## config.mk

```make
export PLATFORM = sky130hd
export DESIGN_NAME = mem_port_arbiter
export DESIGN_NICKNAME = d
export VERILOG_FILES = /design/src/rtl/mem_port_arbiter.sv
export SDC_FILE = /design/constraint.sdc
export NUM_CORES = 1
export LEC_CHECK = 0
export ABC_AREA = 0
export CAP_MARGIN = 0
export CORE_AREA = 2 2 108 110
export CTS_BUF_LIST = sky130_fd_sc_hd__clkbuf_16
export CTS_CLUSTER_SIZE = 14
export DETAILED_ROUTE_END_ITERATION = 8
export DIE_AREA = 0 0 110 112
export DONT_BUFFER_PORTS = 1
export PLACE_DENSITY_LB_ADDON = 0.05
export SLEW_MARGIN = 30
export SYNTH_ARGS = -nofsm -noshare
export SYNTH_HDL_FRONTEND = slang
export SYNTH_SLANG_ARGS = --single-unit
```

## constraint.sdc

```tcl
create_clock -name clk -period 8.1 [get_ports clk]
set_clock_uncertainty 0.15 [all_clocks]
set_input_delay 1.215 -clock clk [delete_from_list [all_inputs] [get_ports clk]]
set_output_delay 1.215 -clock clk [all_outputs]
set_load 0.02 [all_outputs]
```

## src/rtl/mem_port_arbiter.sv

```systemverilog
// mem_port_arbiter: shares one single-port, fixed-latency memory between the
// instruction-fetch port and the data port of the core. Data accesses win by
// default; a streak counter forces a fetch after MAX_STREAK data grants made
// while a fetch was waiting. One transaction is in flight at a time.
module mem_port_arbiter #(
    parameter int AW         = 32,
    parameter int DW         = 32,
    parameter int MEM_LAT    = 2,
    parameter int MAX_STREAK = 4
) (
    input  logic            clk,
    input  logic            rst,
    input  logic            i_req,
    input  logic [AW-1:0]   i_addr,
    output logic            i_ack,
    output logic [DW-1:0]   i_rdata,
    input  logic            d_req,
    input  logic            d_we,
    input  logic [AW-1:0]   d_addr,
    input  logic [DW-1:0]   d_wdata,
    input  logic [DW/8-1:0] d_be,
    output logic            d_ack,
    output logic [DW-1:0]   d_rdata,
    output logic            mem_en,
    output logic            mem_we,
    output logic [AW-1:0]   mem_addr,
    output logic [DW-1:0]   mem_wdata,
    output logic [DW/8-1:0] mem_be,
    input  logic [DW-1:0]   mem_rdata,
    output logic            stall_if,
    output logic            stall_mem,
    output logic            busy
);

    localparam int BW = DW / 8;
    localparam int CW = (MEM_LAT > 1) ? $clog2(MEM_LAT) : 1;
    localparam int SW = $clog2(MAX_STREAK + 1);

    localparam logic [CW-1:0] LAT_LOAD = CW'(MEM_LAT - 1);
    localparam logic [SW-1:0] STREAK_MAX = SW'(MAX_STREAK);

    typedef enum logic [1:0] {
        IDLE,
        ISSUE,
        WAIT,
        DONE
    } state_t;

    state_t          state, state_nxt;
    logic            owner_d, owner_d_nxt;   // 1 = data port owns the transaction
    logic [CW-1:0]   cnt, cnt_nxt;
    logic [SW-1:0]   streak, streak_nxt;

    logic            mem_en_nxt;
    logic            mem_we_nxt;
    logic [AW-1:0]   mem_addr_nxt;
    logic [DW-1:0]   mem_wdata_nxt;
    logic [BW-1:0]   mem_be_nxt;
    logic            i_ack_nxt, d_ack_nxt;
    logic [DW-1:0]   i_rdata_nxt, d_rdata_nxt;

    logic            i_elig, d_elig;

    // A requester being acked right now still shows its old request, so mask it.
    assign i_elig    = i_req & ~i_ack;
    assign d_elig    = d_req & ~d_ack;

    assign stall_if  = i_req & ~i_ack;
    assign stall_mem = d_req & ~d_ack;
    assign busy      = (state != IDLE);

    // Next-state, arbitration and next values of all registered outputs.
    always_comb begin
        state_nxt     = state;
        owner_d_nxt   = owner_d;
        cnt_nxt       = cnt;
        streak_nxt    = streak;
        mem_en_nxt    = 1'b0;
        mem_we_nxt    = mem_we;
        mem_addr_nxt  = mem_addr;
        mem_wdata_nxt = mem_wdata;
        mem_be_nxt    = mem_be;
        i_ack_nxt     = 1'b0;
        d_ack_nxt     = 1'b0;
        i_rdata_nxt   = i_rdata;
        d_rdata_nxt   = d_rdata;

        case (state)
            IDLE: begin
                if (d_elig && (!i_elig || (streak < STREAK_MAX))) begin
                    // Data grant; only counts toward the streak if a fetch is waiting.
                    state_nxt     = ISSUE;
                    owner_d_nxt   = 1'b1;
                    mem_en_nxt    = 1'b1;
                    mem_we_nxt    = d_we;
                    mem_addr_nxt  = d_addr;
                    mem_wdata_nxt = d_wdata;
                    mem_be_nxt    = d_we ? d_be : {BW{1'b1}};
                    if (i_elig) begin
                        streak_nxt = streak + SW'(1);
                    end
                end else if (i_elig) begin
                    state_nxt    = ISSUE;
                    owner_d_nxt  = 1'b0;
                    mem_en_nxt   = 1'b1;
                    mem_we_nxt   = 1'b0;
                    mem_addr_nxt = i_addr;
                    mem_be_nxt   = {BW{1'b1}};
                    streak_nxt   = '0;
                end
            end
            ISSUE: begin
                if (mem_we) begin
                    // Stores need no read data, so they finish straight away.
                    state_nxt = DONE;
                    d_ack_nxt = 1'b1;
                end else begin
                    state_nxt = WAIT;
                    cnt_nxt   = LAT_LOAD;
                end
            end
            WAIT: begin
                if (cnt == '0) begin
                    // This is the cycle mem_rdata is valid.
                    state_nxt = DONE;
                    if (owner_d) begin
                        d_ack_nxt   = 1'b1;
                        d_rdata_nxt = mem_rdata;
                    end else begin
                        i_ack_nxt   = 1'b1;
                        i_rdata_nxt = mem_rdata;
                    end
                end else begin
                    cnt_nxt = cnt - CW'(1);
                end
            end
            DONE: begin
                state_nxt = IDLE;
            end
            default: begin
                state_nxt = IDLE;
            end
        endcase
    end

    // State and registered outputs; reset abandons any transaction in flight.
    always_ff @(posedge clk or posedge rst) begin
        if (rst) begin
            state     <= IDLE;
            owner_d   <= 1'b0;
            cnt       <= '0;
            streak    <= '0;
            mem_en    <= 1'b0;
            mem_we    <= 1'b0;
            mem_addr  <= '0;
            mem_wdata <= '0;
            mem_be    <= '0;
            i_ack     <= 1'b0;
            d_ack     <= 1'b0;
            i_rdata   <= '0;
            d_rdata   <= '0;
        end else begin
            state     <= state_nxt;
            owner_d   <= owner_d_nxt;
            cnt       <= cnt_nxt;
            streak    <= streak_nxt;
            mem_en    <= mem_en_nxt;
            mem_we    <= mem_we_nxt;
            mem_addr  <= mem_addr_nxt;
            mem_wdata <= mem_wdata_nxt;
            mem_be    <= mem_be_nxt;
            i_ack     <= i_ack_nxt;
            d_ack     <= d_ack_nxt;
            i_rdata   <= i_rdata_nxt;
            d_rdata   <= d_rdata_nxt;
        end
    end

endmodule

```

==> impl_metrics.json <==
{
  "status": "finished clean",
  "dieWidth_um": 110,
  "cpMaxStageDelayCell": "nand2b_4",
  "final_common_cell": "dfrtp_1",
  "layout_common_cells": "dfrtp_1 (143), mux2_2 (96), o21ai_0 (36)",
  "num_rows": 39,
  "grt-ovfl-total": 0,
  "drv_cap": 0,
  "ys_seq_area_frac": 0.576,
  "holdCritPathClass": "reg -> reg",
  "max_freq_ghz": 0.288,
  "cp.arrival_ns": 2.10,
  "critical_path_buf_inv_count": 1,
  "yosys_register_bits": 143,
  "sw_frac_of_total": 0.407,
  "p_per_area_nw_per_um2": 501,
  "ir_worst_vdd_mv": 0.270,
  "synth_nets": 599,
  "initialDrtViolationCount": 291,
  "wl_per_cell_um": 24.2,
  "cts_buffers": 17,
  "drcViolationCount": 0,
  "hold_viol": 0,
  "clk_pin_slew_ns": 0.06,
  "synth.avg_cell_area_sq_um": 13.6,
  "whs_ns": 0.351,
  "post-cts-setup-buffers": 0,
  "grt_max_degree": 80,
  "rsz0062_at_grt": "false",
  "htree_levels": 4,
  "initial_utilization": 0.556,
  "vias_per_cell": 6.33,
  "power.switching_mw": 1.41,
  "grtUsageTotal": 0.239,
  "nFillCells": 864,
  "coreArea_sq_um": 11200,
  "antenna_found_initial": 1,
  "clk-insertion-delay-late_ns": 0.42,
  "crit_type": "in -> out",
  "die_h_um": 112,
  "final_nets": 586,
  "fin_area_sq_um": 6920,
  "cts_tree": "yes",
  "netlist_area_sq_um": 6210,
  "yosys_warnings": 0,
  "area_growth_pct": 11.5,
  "period_share": 0.428,
  "vias": 3806,
  "final-setup-viol-count": 0,
  "cp.required_ns": 6.73,
  "drt_first_pass_iters": 4,
  "crit_fanout": 67,
  "clockRootBuffer": "clkbuf_16",
  "io_pins": 276,
  "slew_headroom": 0.482,
  "worst_setup_path_start_kind": "input pin",
  "pwr-share-comb": 0.252,
  "seq_power_share": 0.514,
  "clkPwrFrac": 0.234,
  "clockBufferDepth": 2,
  "path_delay_family": "simple AND/OR/NAND/NOR gates",
  "p_leak_nw": 2.92,
  "crit_chain": "nand2b_4 > inv_1",
  "cts_sinks": 143,
  "fp.dieArea_sq_um": 12300,
  "layout-drive-gt1-share": 0.313,
  "postCtsHoldBufs": 0,
  "ys_types": 31,
  "cts_resized": 0,
  "critical_path.max_stage_delay_ns": 0.47,
  "tightest_slew_ns": 0.776,
  "wl_um": 14500,
  "setup-tns-final_ns": 0,
  "placed_area_sq_um": 6290,
  "end_kind": "primary output",
  "p_int_mw": 2.06,
  "postSynthCellCount": 457,
  "grt_pass1_wl_um": 22100,
  "portBuffers": 0,
  "grt_pass1_vias": 3902,
  "dp_hpwl_um": 9820,
  "gp_routability_congestion": 0.781,
  "antenna_left": 0,
  "min_period_ns": 3.47,
  "slew_viol_final": 0
}
==> layer usage <==
| layer | vias to the layer above | global-route usage | share of wire |
|---|---|---|---|
| met5 | - | 0 | 0 |
| met4 | 0 | 0.0911 | 0.019 |
| met3 | 21 | 0.124 | 0.12 |
| met2 | 189 | 0.380 | 0.50 |
| met1 | 1906 | 0.272 | 0.36 |
| li1 | 1690 | - | - |
==> worst paths after layout <==
kind / startpoint / end / slack [ns] / cells after the start
setup / recovery: d_req / stall_mem / 4.63 / 2
hold / removal: owner_d / i_ack / 0.35 / 1
setup reg to reg: d_ack / state[1] / 5.38 / 5
hold reg to reg: owner_d / i_ack / 0.35 / 1
max in group asynchronous: rst / mem_addr[24] / 6.11 / 2
min in group asynchronous: rst / mem_wdata[13] / 0.55 / 1
==> registers in the layout (all words and copies together) (netlist names), 2 cells and up <==
register   cells
streak         3
mem_addr      32
state          2
d_rdata       32
mem_be         4
i_rdata       32
mem_wdata     32
==> per-stage QoR <==
stage               power, mW  setup slack (ns)  instances  utilization
finish                   3.47              4.63        601        0.620
global route             3.65              4.53        601        0.620
CTS                      3.51              4.65        600        0.619
detailed placement       2.68              4.66        568        0.563
global placement         2.62              4.69        567        0.561
floorplan                2.45              2.90        457            -
==> layout make-up <==
cell class                 instances  area [sq um]  area share
antenna                            1          2.50    0.000361
clock buffer                      17           425      0.0614
clock inverter                    15           199      0.0287
inverter                           8          35.0     0.00506
multi-input combinational        266          2420       0.350
sequential                       143          3580       0.517
tap                              143           179      0.0258
timing repair buffer               8          83.8      0.0121
==> power groups by stage <==
stage	sequential (mW)	clock, mW	combinational, mW
6_report	1.78	0.813	0.874
5_1_grt	1.83	0.863	0.961
4_1_cts	1.79	0.829	0.884
3_5_place_dp	1.80	0	0.885
3_3_place_gp	1.79	0	0.830
2_1_floorplan	1.70	0	0.752
==> Yosys cell counts <==
| master | instances | area (sq um) |
|---|---|---|
| o21bai_1 | 1 | 7.51 |
| o22ai_1 | 1 | 6.26 |
| nand3b_1 | 3 | 22.5 |
| buf_1 | 1 | 3.75 |
| o22a_1 | 4 | 35.0 |
| dfrtp_1 | 143 | 3580 |
| and3b_1 | 34 | 298 |
| buf_4 | 1 | 7.51 |
| inv_2 | 1 | 3.75 |
| a21oi_2 | 1 | 8.76 |
| ha_1 | 5 | 62.6 |
| buf_2 | 9 | 45.0 |
| clkbuf_1 | 25 | 93.8 |
| a21oi_1 | 4 | 20.0 |
| a2bb2oi_1 | 32 | 280 |
| nor3_4 | 1 | 16.3 |
| a221oi_1 | 32 | 280 |
| a21boi_0 | 1 | 7.51 |
| o31ai_1 | 1 | 7.51 |
| mux2_1 | 1 | 11.3 |
| mux2_2 | 96 | 1080 |
| o311a_1 | 1 | 10.0 |
| buf_6 | 4 | 45.0 |
| nand3_1 | 2 | 10.0 |
| nand2b_1 | 1 | 6.26 |
| nand4_1 | 1 | 6.26 |
| nand2_1 | 6 | 22.5 |
| nand2b_4 | 1 | 13.8 |
| nor3b_2 | 1 | 12.5 |
| o21ai_0 | 36 | 180 |
| inv_1 | 7 | 26.3 |
==> kinds of logic (layout without fill, tap and decap cells) <==
| family | count (synthesis) | after routing | synth area share |
|---|---|---|---|
| adder cells (fa/ha/maj) | 5 | 5 | 0.0101 |
| other | 0 | 1 | 0 |
| buffers and inverters | 48 | 48 | 0.0363 |
| AO/OA/AOI/OAI | 114 | 114 | 0.136 |
| multiplexers | 97 | 97 | 0.176 |
| flip-flops | 143 | 143 | 0.576 |
| AND/OR/NAND/NOR | 50 | 50 | 0.0657 |
No activity file was read; power rests on OpenSTA's default activity.
